[config.mk]
export PLATFORM = sky130hd
export DESIGN_NAME = imem_loader
export DESIGN_NICKNAME = d
export VERILOG_FILES = /design/src/rtl/loader_pkg.sv /design/src/rtl/word_assembler.sv /design/src/rtl/imem_loader.sv
export SDC_FILE = /design/constraint.sdc
export NUM_CORES = 1
export LEC_CHECK = 0
export BUFFER_PORTS_ARGS = -buffer_cell sky130_fd_sc_hd__buf_2
export CAP_MARGIN = 20
export CORE_AREA = 5 5 125 115
export DETAILED_ROUTE_END_ITERATION = 8
export DIE_AREA = 0 0 130 120
export MAX_ROUTING_LAYER = met4
export PLACE_DENSITY = 0.71
export SKIP_CTS_REPAIR_TIMING = 1
export SLEW_MARGIN = 20
export SYNTH_ARGS = -nofsm -noshare
export SYNTH_HDL_FRONTEND = slang
export SYNTH_HIERARCHICAL = 1
export SYNTH_SLANG_ARGS = --single-unit
[constraint.sdc]
create_clock -name clk -period 4.3 [get_ports clk]
set_input_delay 0.43 -clock clk [delete_from_list [all_inputs] [get_ports clk]]
set_output_delay 0.43 -clock clk [all_outputs]
set_load 0.005 [all_outputs]
[src/rtl/loader_pkg.sv]
`default_nettype none
// ============================================================================
//  Module   : loader_pkg
//  Purpose  : Shared types and constants for the instruction-memory loader:
//             FSM state encoding, frame field widths and checksum width.
//  Revision : 1.0 - initial release
// ============================================================================
package loader_pkg;

    localparam int WORD_BYTES = 4;   // bytes per instruction word
    localparam int LEN_W      = 16;  // width of the frame word-count field
    localparam int CHK_W      = 8;   // width of the running payload checksum

    typedef enum logic [2:0] {
        IDLE = 3'd0,
        LEN0 = 3'd1,
        LEN1 = 3'd2,
        DATA = 3'd3,
        CHK  = 3'd4,
        DONE = 3'd5,
        ERR  = 3'd6
    } state_t;

endpackage
`default_nettype wire

[src/rtl/word_assembler.sv]
`default_nettype none
// ============================================================================
//  Module   : word_assembler
//  Purpose  : Collects payload bytes (least significant first) into 32-bit
//             words. The completed word is presented combinationally together
//             with word_ready on the cycle the 4th byte is accepted, so the
//             caller can register it with one cycle of latency.
//  Ports    : clk, rst        - clock, async active-high reset
//             clear           - discard any partial word (new load)
//             byte_valid      - byte_data is accepted this cycle
//             byte_data [7:0] - payload byte
//             word     [31:0] - assembled word (valid when word_ready)
//             word_ready      - single-cycle pulse on the 4th byte of a word
//  Revision : 1.0 - initial release
// ============================================================================
import loader_pkg::*;

module word_assembler (
    input  logic        clk,
    input  logic        rst,
    input  logic        clear,
    input  logic        byte_valid,
    input  logic [7:0]  byte_data,
    output logic [31:0] word,
    output logic        word_ready
);

    // Only the first three bytes need storage; the fourth is taken straight
    // from the input when the word completes.
    logic [23:0] r_shift;
    logic [1:0]  r_byte_cnt;

    assign word       = {byte_data, r_shift};
    assign word_ready = byte_valid && (r_byte_cnt == 2'(WORD_BYTES - 1));

    always_ff @(posedge clk or posedge rst) begin
        if (rst) begin
            r_shift    <= '0;
            r_byte_cnt <= '0;
        end else if (clear) begin
            r_byte_cnt <= '0;
        end else if (byte_valid) begin
            r_shift    <= {byte_data, r_shift[23:8]};
            r_byte_cnt <= r_byte_cnt + 2'd1;   // wraps to 0 after the 4th byte
        end
    end

endmodule
`default_nettype wire

[src/rtl/imem_loader.sv]
`default_nettype none
// ============================================================================
//  Module   : imem_loader
//  Purpose  : Receives a length/payload/checksum framed program image as a
//             byte stream, writes it into instruction memory one 32-bit word
//             at a time and holds the core in reset until a complete,
//             checksum-verified image has been written.
//  Ports    : clk, rst             - clock, async active-high reset
//             start                - begin a load (IDLE/DONE/ERR only)
//             in_valid/in_data     - byte stream in
//             in_ready             - a byte can be accepted this cycle
//             mem_we/addr/wdata    - instruction memory write port
//             cpu_hold             - keep the core in reset
//             busy/done/error      - load status
//             words_loaded [15:0]  - words written in current/last load
//  Revision : 1.0 - initial release
// ============================================================================
import loader_pkg::*;

module imem_loader #(
    parameter int          MEM_SIZE  = 17,
    parameter logic [31:0] BASE_ADDR = 32'h0000_0000
) (
    input  logic              clk,
    input  logic              rst,
    input  logic              start,
    input  logic              in_valid,
    input  logic [7:0]        in_data,
    output logic              in_ready,
    output logic              mem_we,
    output logic [31:0]       mem_addr,
    output logic [31:0]       mem_wdata,
    output logic              cpu_hold,
    output logic              busy,
    output logic              done,
    output logic              error,
    output logic [LEN_W-1:0]  words_loaded
);

    state_t             r_state;
    state_t             w_next;
    logic [7:0]         r_len_lo;
    logic [LEN_W-1:0]   r_len;
    logic [CHK_W-1:0]   r_sum;
    logic [LEN_W-1:0]   w_len_full;
    logic               w_start;
    logic               w_data_byte;
    logic               w_word_ready;
    logic [31:0]        w_word;

    assign w_len_full  = {in_data, r_len_lo};
    assign w_start     = start && (r_state == IDLE || r_state == DONE || r_state == ERR);
    assign w_data_byte = in_valid && (r_state == DATA);

    word_assembler u_asm (
        .clk        (clk),
        .rst        (rst),
        .clear      (w_start),
        .byte_valid (w_data_byte),
        .byte_data  (in_data),
        .word       (w_word),
        .word_ready (w_word_ready)
    );

    always_ff @(posedge clk or posedge rst) begin
        if (rst) r_state <= IDLE;
        else     r_state <= w_next;
    end

    // Status outputs are decoded from the state so they track it exactly,
    // including the immediate return to reset values on rst.
    always_comb begin
        w_next   = r_state;
        in_ready = 1'b0;
        busy     = 1'b0;
        done     = 1'b0;
        error    = 1'b0;
        cpu_hold = 1'b1;
        case (r_state)
            IDLE: begin
                if (start) w_next = LEN0;
            end
            LEN0: begin
                in_ready = 1'b1;
                busy     = 1'b1;
                if (in_valid) w_next = LEN1;
            end
            LEN1: begin
                in_ready = 1'b1;
                busy     = 1'b1;
                if (in_valid) begin
                    if (w_len_full > LEN_W'(MEM_SIZE)) w_next = ERR;
                    else if (w_len_full == '0)         w_next = CHK;
                    else                               w_next = DATA;
                end
            end
            DATA: begin
                in_ready = 1'b1;
                busy     = 1'b1;
                if (w_word_ready && (words_loaded == r_len - LEN_W'(1))) w_next = CHK;
            end
            CHK: begin
                in_ready = 1'b1;
                busy     = 1'b1;
                if (in_valid) w_next = (in_data == r_sum) ? DONE : ERR;
            end
            DONE: begin
                done     = 1'b1;
                cpu_hold = 1'b0;
                if (start) w_next = LEN0;
            end
            ERR: begin
                error = 1'b1;
                if (start) w_next = LEN0;
            end
            default: w_next = IDLE;
        endcase
    end

    // The write register is separate from the assembly register, so the next
    // word's bytes can stream in while this one is being written.
    always_ff @(posedge clk or posedge rst) begin
        if (rst) begin
            r_len_lo     <= '0;
            r_len        <= '0;
            r_sum        <= '0;
            words_loaded <= '0;
            mem_we       <= 1'b0;
            mem_addr     <= BASE_ADDR;
            mem_wdata    <= '0;
        end else begin
            mem_we <= w_word_ready;
            if (w_start) begin
                r_sum        <= '0;
                words_loaded <= '0;
                mem_addr     <= BASE_ADDR;
            end
            if (r_state == LEN0 && in_valid) r_len_lo <= in_data;
            if (r_state == LEN1 && in_valid) r_len    <= w_len_full;
            if (w_data_byte)                 r_sum    <= r_sum + in_data;
            if (w_word_ready) begin
                mem_wdata    <= w_word;
                mem_addr     <= BASE_ADDR + {14'b0, words_loaded, 2'b00};
                words_loaded <= words_loaded + LEN_W'(1);
            end
        end
    end

endmodule
`default_nettype wire

---- After elaboration in Yosys (flattened, before gate mapping) ----
Cells that the tools add are included.
word-level totals
  register bits ........................... 142
  RAM bits ................................ 0
  word-level logic and storage cells ...... 67
  latch bits .............................. 0
  ROM bits ................................ 0
  memories ................................ 0
cells by class
  muxes and demuxes ....................... 21
  div/mod/pow operators ................... 0
  $add $sub $neg .......................... 4
  shifts and indexed selects .............. 0
  eq/ne operators ......................... 14
  bitwise logic cells ..................... 1
  $mul .................................... 0
  reduce and logical (&&, ||, !) cells .... 16
  $lt $le $gt $ge ......................... 1
operators with widths
  kind                     number
  $mux W32                 2
  $mux W16                 2
  $mux W3                  7
  $add A16 B1 Y16 const B  1
  $eq A16 B16 Y1           1
  $gt A16 B5 Y1 const B    1
  $logic_not A16 Y1        1
  $mux W8                  2
  $sub A16 B1 Y16 const B  1
  $pmux W3 S5              1
  $eq A3 B3 Y1 const B     3
  $add A8 B8 Y8            1
  $eq A8 B8 Y1             1
  $eq A3 B2 Y1 const B     2
  $logic_and A1 B1 Y1      6
  $mux W2                  3
  $ne A2 B2 Y1 const B     3
  $reduce_and A5 Y1        1
  $mux W1                  4
  $ne A2 B1 Y1 const B     2
  $reduce_bool A2 Y1       2
  $reduce_or A4 Y1         1
  $eq A3 B1 Y1 const B     1
  $logic_not A3 Y1         1
  other kinds (6)          7

---- Longest topological paths before layout ----
Gate-level depths: netlist of run 1.
  word-level depth ........................ 6
  mapped depth ............................ 12
  gate-level depth less buffers ........... 10

---- Cells and area by module ----
The synthesis of run 1 kept the hierarchy.
modules (own cells, without submodules)
  module          area an instance (sq um)  cells each  sequential area each (sq um)  times used
  imem_loader     5159.9                    493         2502.4                        1
  word_assembler  1171.1                    69          650.6                         1

---- Least setup slack after synthesis of run 1 ----
No wires, ideal clock.
  path kind ............................... register to register
  start point ............................. register r_len[8]
  end point ............................... register r_state[0]
  setup slack ............................. 2013 ps
  stages on the path, launching flop included .. 9
  data arrival time ....................... 2166 ps
  library setup time ...................... 121 ps
  required time ........................... 4179 ps
  clock period less this slack ............ 2287 ps
  buffers on the path ..................... 1
  cell sequence ........................... dfrtp_1 -> buf_6 -> or4_4 -> or3_4 -> nor4_2 -> a32oi_1 -> o41ai_1 -> nand4_2 -> a32o_2
between the ends
  longest elaborated chain between the ends .. 5
RTL lines
  item                                RTL line            RTL
  start: declaration                  imem_loader.sv:43   logic [LEN_W-1:0] r_len;
  start signal: assignment            imem_loader.sv:139  if (r_state == LEN1 && in_valid) r_len <= w_len_full;
  $sub A16 B1 Y16                     imem_loader.sv:100  if (w_word_ready && (words_loaded == r_len - LEN_W'(1))) w_next = CHK;
  $eq A16 B16 Y1                      imem_loader.sv:100
  $logic_and A1 B1 Y1                 imem_loader.sv:100
  $ne A2 B1 Y1 (no source line)       -
  $reduce_and A5 Y1 (no source line)  -
  end signal: assignment              imem_loader.sv:67   else r_state <= w_next;
  end: declaration                    imem_loader.sv:40   state_t r_state;
Every way passes these cells.
A chain may end at the register's enable or synchronous reset.

---- Final worst setup path of run 1 ----
  start point ............................. register r_state[2]
  end point ............................... register r_state[0]
between the ends
  longest elaborated chain between the ends .. 6
RTL lines
  item                                RTL line              RTL
  $eq A3 B2 Y1                        imem_loader.sv:53     assign w_data_byte = in_valid && (r_state == DATA);
  $logic_and A1 B1 Y1                 imem_loader.sv:53
  via w_data_byte                     imem_loader.sv:47     logic w_data_byte;
  $logic_and A1 B1 Y1                 word_assembler.sv:34  assign word_ready = byte_valid && (r_byte_cnt == 2'(WORD_BYTES - 1));
  via w_word_ready                    imem_loader.sv:48     logic w_word_ready;
  $logic_and A1 B1 Y1                 imem_loader.sv:100
  $ne A2 B1 Y1 (no source line)       -
  $reduce_and A5 Y1 (no source line)  -
The timed path passes the listed nets, and every way through them passes these cells.

==> flow_summary.json, run 1 <==
{
  "status": "finished clean",
  "ctsRootBufferMaster": "clkbuf_16",
  "cts_max_level": 4,
  "n_antenna_cell": 0,
  "overflow": 0,
  "fin_tns_setup_ns": 0,
  "hold_path.class": "in -> async",
  "wirelength_mm": 13.2,
  "detailed_place_hpwl_mm": 9.13,
  "startpoint": "r_state[2]",
  "syn_avg_cell_area_um2": 11.3,
  "slowest_delay_ns": 0.52,
  "drcViolationCount": 0,
  "synth-seq-cells": 126,
  "critical_path_class": "reg -> reg",
  "critPathCaptureType": "flop",
  "power_density_mw_per_mm2": 696,
  "yosysWarnings": 6,
  "synth_edf_count": 0,
  "synthCells": 562,
  "finalSetupViolations": 0,
  "fp.dieW_um": 130,
  "dr.first_iter.drc_count": 268,
  "tritoncts": "yes",
  "ys_top_cells_by_area": "dfrtp_1, mux2_2, mux2_4",
  "slew_violations": 0,
  "max-vdd-ir-drop_v": 0.000353,
  "cp.arrival_ns": 3.32,
  "cpMaxStageDelayCell": "dfrtp_1",
  "whs_ns": 0.0940,
  "cts_max_path_buffers": 2,
  "drive_gt1_share_pct": 33.7,
  "ant_nets": 0,
  "core_mm2": 0.0130,
  "final_util_pct": 55.8,
  "path_max_fanout": 23,
  "viasPerCell": 5.36,
  "initial_core_util_pct": 48.7,
  "timing.slew.headroom_pct": 36.8,
  "wire_per_inst_um": 16.4,
  "synthFlopType": "dfrtp_1",
  "drv_cap": 0,
  "rr_startpoint": "r_state[2]",
  "nNetsFinal": 651,
  "die-area_mm2": 0.0156,
  "tightest_slew_ns": 0.946,
  "antenna_found_initial": 0,
  "clock.fmax_mhz": 332,
  "num_rows": 40,
  "rsz0062_at_grt": "false",
  "clock_latency_ns": 0.42,
  "async_reset_ff_share_pct": 100,
  "globalplace.congestion": 0.859,
  "crit_chain": "nor2b_1 -> nand3_1 -> inv_1 -> and2_2 -> nand4_1 -> nor4_1 -> nand4_2 -> a32o_2",
  "portBuffers": 81,
  "setup_slack_ns": 1.28,
  "hold_viol": 0,
  "syn-cell-area_mm2": 0.00633,
  "preCtsSetupSlack_ns": 1.25,
  "clk_pin_slew_ns": 0.05,
  "fin_worst_skew_ns": 0.00913,
  "post_synth_num_cell_types": 63,
  "yosys.area.top_type": "dfrtp_1",
  "clock-sinks": 126,
  "io_pins": 98,
  "drtPass1Iterations": 5,
  "synth_top_area_share_pct": 49.8,
  "startpoint_type": "flop",
  "required_ns": 4.60,
  "grt_usage_pct": 18.6,
  "syn2layout_area_growth_pct": 14.7,
  "grt_max_degree": 65,
  "grt_pass1_wl_mm": 22.4,
  "power.leakage_nw": 3.43,
  "period_minus_slack_ns": 3.02,
  "numCtsBuffers": 17,
  "grt_pass1_vias": 4437,
  "finalCritPeriodShare_pct": 70.1,
  "vias": 4335,
  "power_mw": 5.05,
  "die_h_um": 120,
  "ys_seq_area_share_pct": 49.8
}
final cells by class:
type	instances	area, um2
clock buffers	21	470
clock inverters	11	115
fillers	1087	5750
inverters	14	55.1
multi-input cells	383	2810
flip-flops and latches	126	3150
well taps	168	210
repair buffers	86	443
stage by stage:
stage                     cells  cell area [um2]
final                       809             7260
after global routing        809             7260
after CTS                   809             7250
after detailed placement    777             6670
after global placement      777             6670
after floorplan             577             6390
logic make-up (layout without fill, tap and decap cells):
family / count (synthesis) / in the layout / share of synthesized area, %
xor gates and xnor gates: 36 / 36 / 4.98
adders and majority gates: 11 / 11 / 2.29
AOI/OAI and AO/OA: 77 / 77 / 7.47
other: 1 / 16 / 0.0592
muxes: 85 / 85 / 16.1
and+or+nand+nor: 158 / 158 / 12.5
buffers and inverters: 68 / 132 / 6.80
DFF: 126 / 126 / 49.8
placed cells by master (no fill, tap or decap), drive strengths merged, types with 6 or more instances in the layout:
master	Yosys	final
nand3	28	28
xnor2	16	16
inv	14	14
o21ai	41	41
clkbuf	22	21
nor2	20	20
conb	1	16
dfrtp	126	126
a21oi	8	8
mux2i	8	8
nor4	6	6
mux2	77	77
nor3	11	11
ha	10	10
buf	32	86
o31ai	6	6
xor2	20	20
nand2	69	69
flip-flops by register name, summed over array words and instances, names as in the netlist, 3 cells and up:
| signal | flops |
|---|---|
| mem_wdata | 32 |
| u_asm/r_shift | 24 |
| mem_addr | 16 |
| r_len | 16 |
| words_loaded | 16 |
| r_len_lo | 8 |
| r_sum | 8 |
| r_state | 3 |
cell usage after synthesis (3+ instances only):
library cell  count
nand3b_1          3
xnor2_1          16
mux2_4           20
buf_4            25
inv_1            12
buf_1             3
dfrtp_1         126
nor4_1            5
ha_1             10
mux2_2           57
nor3_1            9
nor2_1           20
clkbuf_1         18
nand2_1          69
o31ai_1           6
clkbuf_8          3
o21ai_0          12
xor2_1           20
nand3_1          28
mux2i_1           8
o21ai_1          29
a21oi_1           8
critical path: cells and delay by family, from the launching register on:
| family | cells | cell delay (ns) |
|---|---|---|
| compound gates | 1 | 0.32 |
| simple gates | 6 | 1.70 |
| buf+inv | 1 | 0.35 |
| flops | 1 | 0.52 |
layer usage:
layer | vias up | share of wire, % | track usage [%]
met5 | - | 0 | -
met3 | 14 | 5.3 | 4.81
met4 | 0 | 1.0 | 7.01
met2 | 116 | 49 | 28.6
li1 | 2046 | - | -
met1 | 2159 | 44 | 23.8
where the power goes:
group / switching, mW / internal (mW) / leakage (nW)
Combinational: 0.726 / 0.893 / 1.56
Sequential: 0.398 / 1.63 / 1.59
Clock: 0.509 / 0.892 / 0.281
final timing paths:
check,to,slack [ns],cells past startpoint
worst max-delay path,r_state[0],1.28,8
worst min-delay path,u_asm/r_shift[3],0.09,2
worst max register to register,r_state[0],1.28,8
worst min register to register,mem_addr[10],0.50,1
max in group asynchronous,words_loaded[2],3.14,3
min in group clk,u_asm/r_shift[18],0.39,2
Note: power is estimated with default switching activity, not from simulation.
==> run 2, diff against run 1 <==
Settings changed: ABC_AREA from default to 1.
Clock period 4.3 ns to 3 ns, I/O delays scaled along.
==> flow_summary.json, run 2 <==
{
  "status": "finished clean",
  "fin_worst_skew_ns": 0.00604,
  "nNetsFinal": 877,
  "cp.arrival_ns": 2.66,
  "wirelength_mm": 14.6,
  "yosys.area.top_type": "dfrtp_1",
  "placed_area_mm2": 0.00675,
  "synth_top_area_share_pct": 49.9,
  "fp.dieW_um": 130,
  "finalCritPeriodShare_pct": 78.7,
  "portBuffers": 81,
  "wire_per_inst_um": 14.1,
  "initial_core_util_pct": 48.6,
  "slew_violations": 0,
  "antenna_found_initial": 0,
  "overflow": 0,
  "slowest_delay_ns": 0.40,
  "clock_latency_ns": 0.41,
  "cts_max_path_buffers": 2,
  "drcViolationCount": 0,
  "io_pins": 98,
  "grt_pass1_vias": 4803,
  "ctsRootBufferMaster": "clkbuf_16",
  "critPathCaptureType": "flop",
  "fin_area_mm2": 0.00732,
  "cp_num_buf_inv": 4,
  "grt_max_degree": 53,
  "clock.fmax_mhz": 424,
  "final_common_cell": "nand2_1",
  "critical_path_class": "reg -> reg",
  "finalSetupViolations": 0,
  "dp_cells": 1003,
  "regMostFlops": "mem_wdata",
  "cpMaxStageDelayCell": "dfrtp_1",
  "async_reset_ff_share_pct": 100,
  "largest_register_ffs": 32,
  "tritoncts": "yes",
  "grt_pass1_wl_mm": 24.0,
  "ys_seq_area_share_pct": 49.9,
  "synthCells": 780,
  "synth_edf_count": 0,
  "cts_max_level": 4,
  "hold_viol": 0,
  "hold_path.class": "in -> async",
  "synthFlopType": "dfrtp_1",
  "drv_cap": 0,
  "clk_pin_slew_ns": 0.05,
  "startpoint_type": "flop",
  "syn-cell-area_mm2": 0.00632,
  "num_rows": 40,
  "power_mw": 6.13,
  "synth_most_common_cell": "nand2_1",
  "globalplace.congestion": 0.887,
  "core_mm2": 0.0130,
  "detailed_place_hpwl_mm": 10.2,
  "ys_top_cells_by_area": "dfrtp_1, nand2_1, nand3_1",
  "required_ns": 3.30,
  "n_antenna_cell": 0,
  "crit_chain": "inv_1 -> nor2_1 -> inv_1 -> nor2_2 -> inv_1 -> nor2_4 -> nand2_1 -> inv_1 -> o21a_1 -> o211ai_1 -> nor2_1 -> nand2_1 -> nor2_1 -> nand3_1 -> nand2_2 -> nand2_2 -> nand2_1 -> nand2_1",
  "viasPerCell": 5.04,
  "die-area_mm2": 0.0156,
  "numCtsBuffers": 17,
  "vias": 5214,
  "period_minus_slack_ns": 2.36,
  "drive_gt1_share_pct": 16.4,
  "nFillCells": 1263,
  "rsz0062_at_grt": "false",
  "grt_usage_pct": 19.8,
  "power.leakage_nw": 4.02,
  "dr.first_iter.drc_count": 373,
  "die_h_um": 120,
  "tightest_slew_ns": 0.929,
  "power_density_mw_per_mm2": 836,
  "synth-seq-cells": 126,
  "drtPass1Iterations": 5,
  "final_cells": 1035,
  "timing.slew.headroom_pct": 37.7,
  "path_max_fanout": 10,
  "final_util_pct": 56.3,
  "fin_tns_setup_ns": 0,
  "top_regs": "mem_wdata: 32 flops, u_asm/r_shift: 24 flops",
  "layout_common_cells": "nand2_1, dfrtp_1, buf_2, inv_1, nand3_1",
  "syn2layout_area_growth_pct": 15.9,
  "synthTopCellsByCount": "nand2_1, dfrtp_1, inv_1, nand3_1, nor2_1",
  "yosysWarnings": 6,
  "syn_avg_cell_area_um2": 8.10,
  "cp_top_family": "simple AND/OR/NAND/NOR gates",
  "max-vdd-ir-drop_v": 0.000346,
  "ant_nets": 0,
  "clock-sinks": 126,
  "post_synth_num_cell_types": 46
}
run 2: changes by cell type in the layout (fill, tap and decap cells not counted), moves of 8 or more:
cell     before  now
xnor2_1      16    4
mux2_2       57    1
nand3_1      28   52
nand2_1      69  288
nor2_1       20   48
nand2_2       0    8
inv_1        10   63
o21ai_0      12   35
o21ai_1      28    9
mux2_4       20    0
run 2: logic make-up after synthesis:
kind of cell	after synthesis	synth area share, %
mux	3	0.495
fa+ha+maj	11	2.30
compound gates	78	7.11
other cells	1	0.0593
xor+xnor	18	2.73
buf+inv	117	9.07
simple gates	426	28.4
flops	126	49.9
run 2: power by group:
part | internal [mW] | leakage, nW | switching (mW)
clock | 1.27 | 0.283 | 0.708
sequential | 2.06 | 1.70 | 0.339
combinational | 0.629 | 2.04 | 1.12
total | 3.96 | 4.02 | 2.17
run 2: area by class of cell:
cell class | count | area, um2 | area share (%)
sequential | 126 | 3150 | 43.0
tap | 168 | 210 | 2.87
multi-input combinational | 552 | 2650 | 36.2
inverter | 69 | 264 | 3.60
clock buffer | 27 | 523 | 7.14
clock inverter | 5 | 52.6 | 0.717
timing repair buffer | 88 | 470 | 6.42
run 2: path summary, 6_finish.rpt:
path	slack (ns)	startpoint	endpoint	cells after the start
max	0.64	r_state[1]	r_state[1]	18
min	0.005	rst	mem_wdata[17]	2
max reg2reg	0.64	r_state[1]	r_state[1]	18
min reg2reg	0.46	mem_wdata[19]	mem_wdata[19]	2
max in group asynchronous	2.30	rst	words_loaded[6]	3
min in group clk	0.18	in_data[5]	mem_wdata[29]	3
run 2: metrics by stage:
step                hold WS [ns]  setup WS (ns)
finish                   0.00463          0.639
detailed placement         0.453          0.681
CTS                       0.0281          0.662
global route              0.0547          0.369
global placement           0.451          0.756
floorplan                  0.340         0.0812
run 2: metal layers:
layer / part of all wire [%] / track usage, % / vias to the layer above
li1: - / - / 2595
met1: 47 / 28.1 / 2433
met4: 0.91 / 5.13 / 0
met3: 7.2 / 4.63 / 13
met2: 45 / 28.8 / 173
met5: 0 / - / -
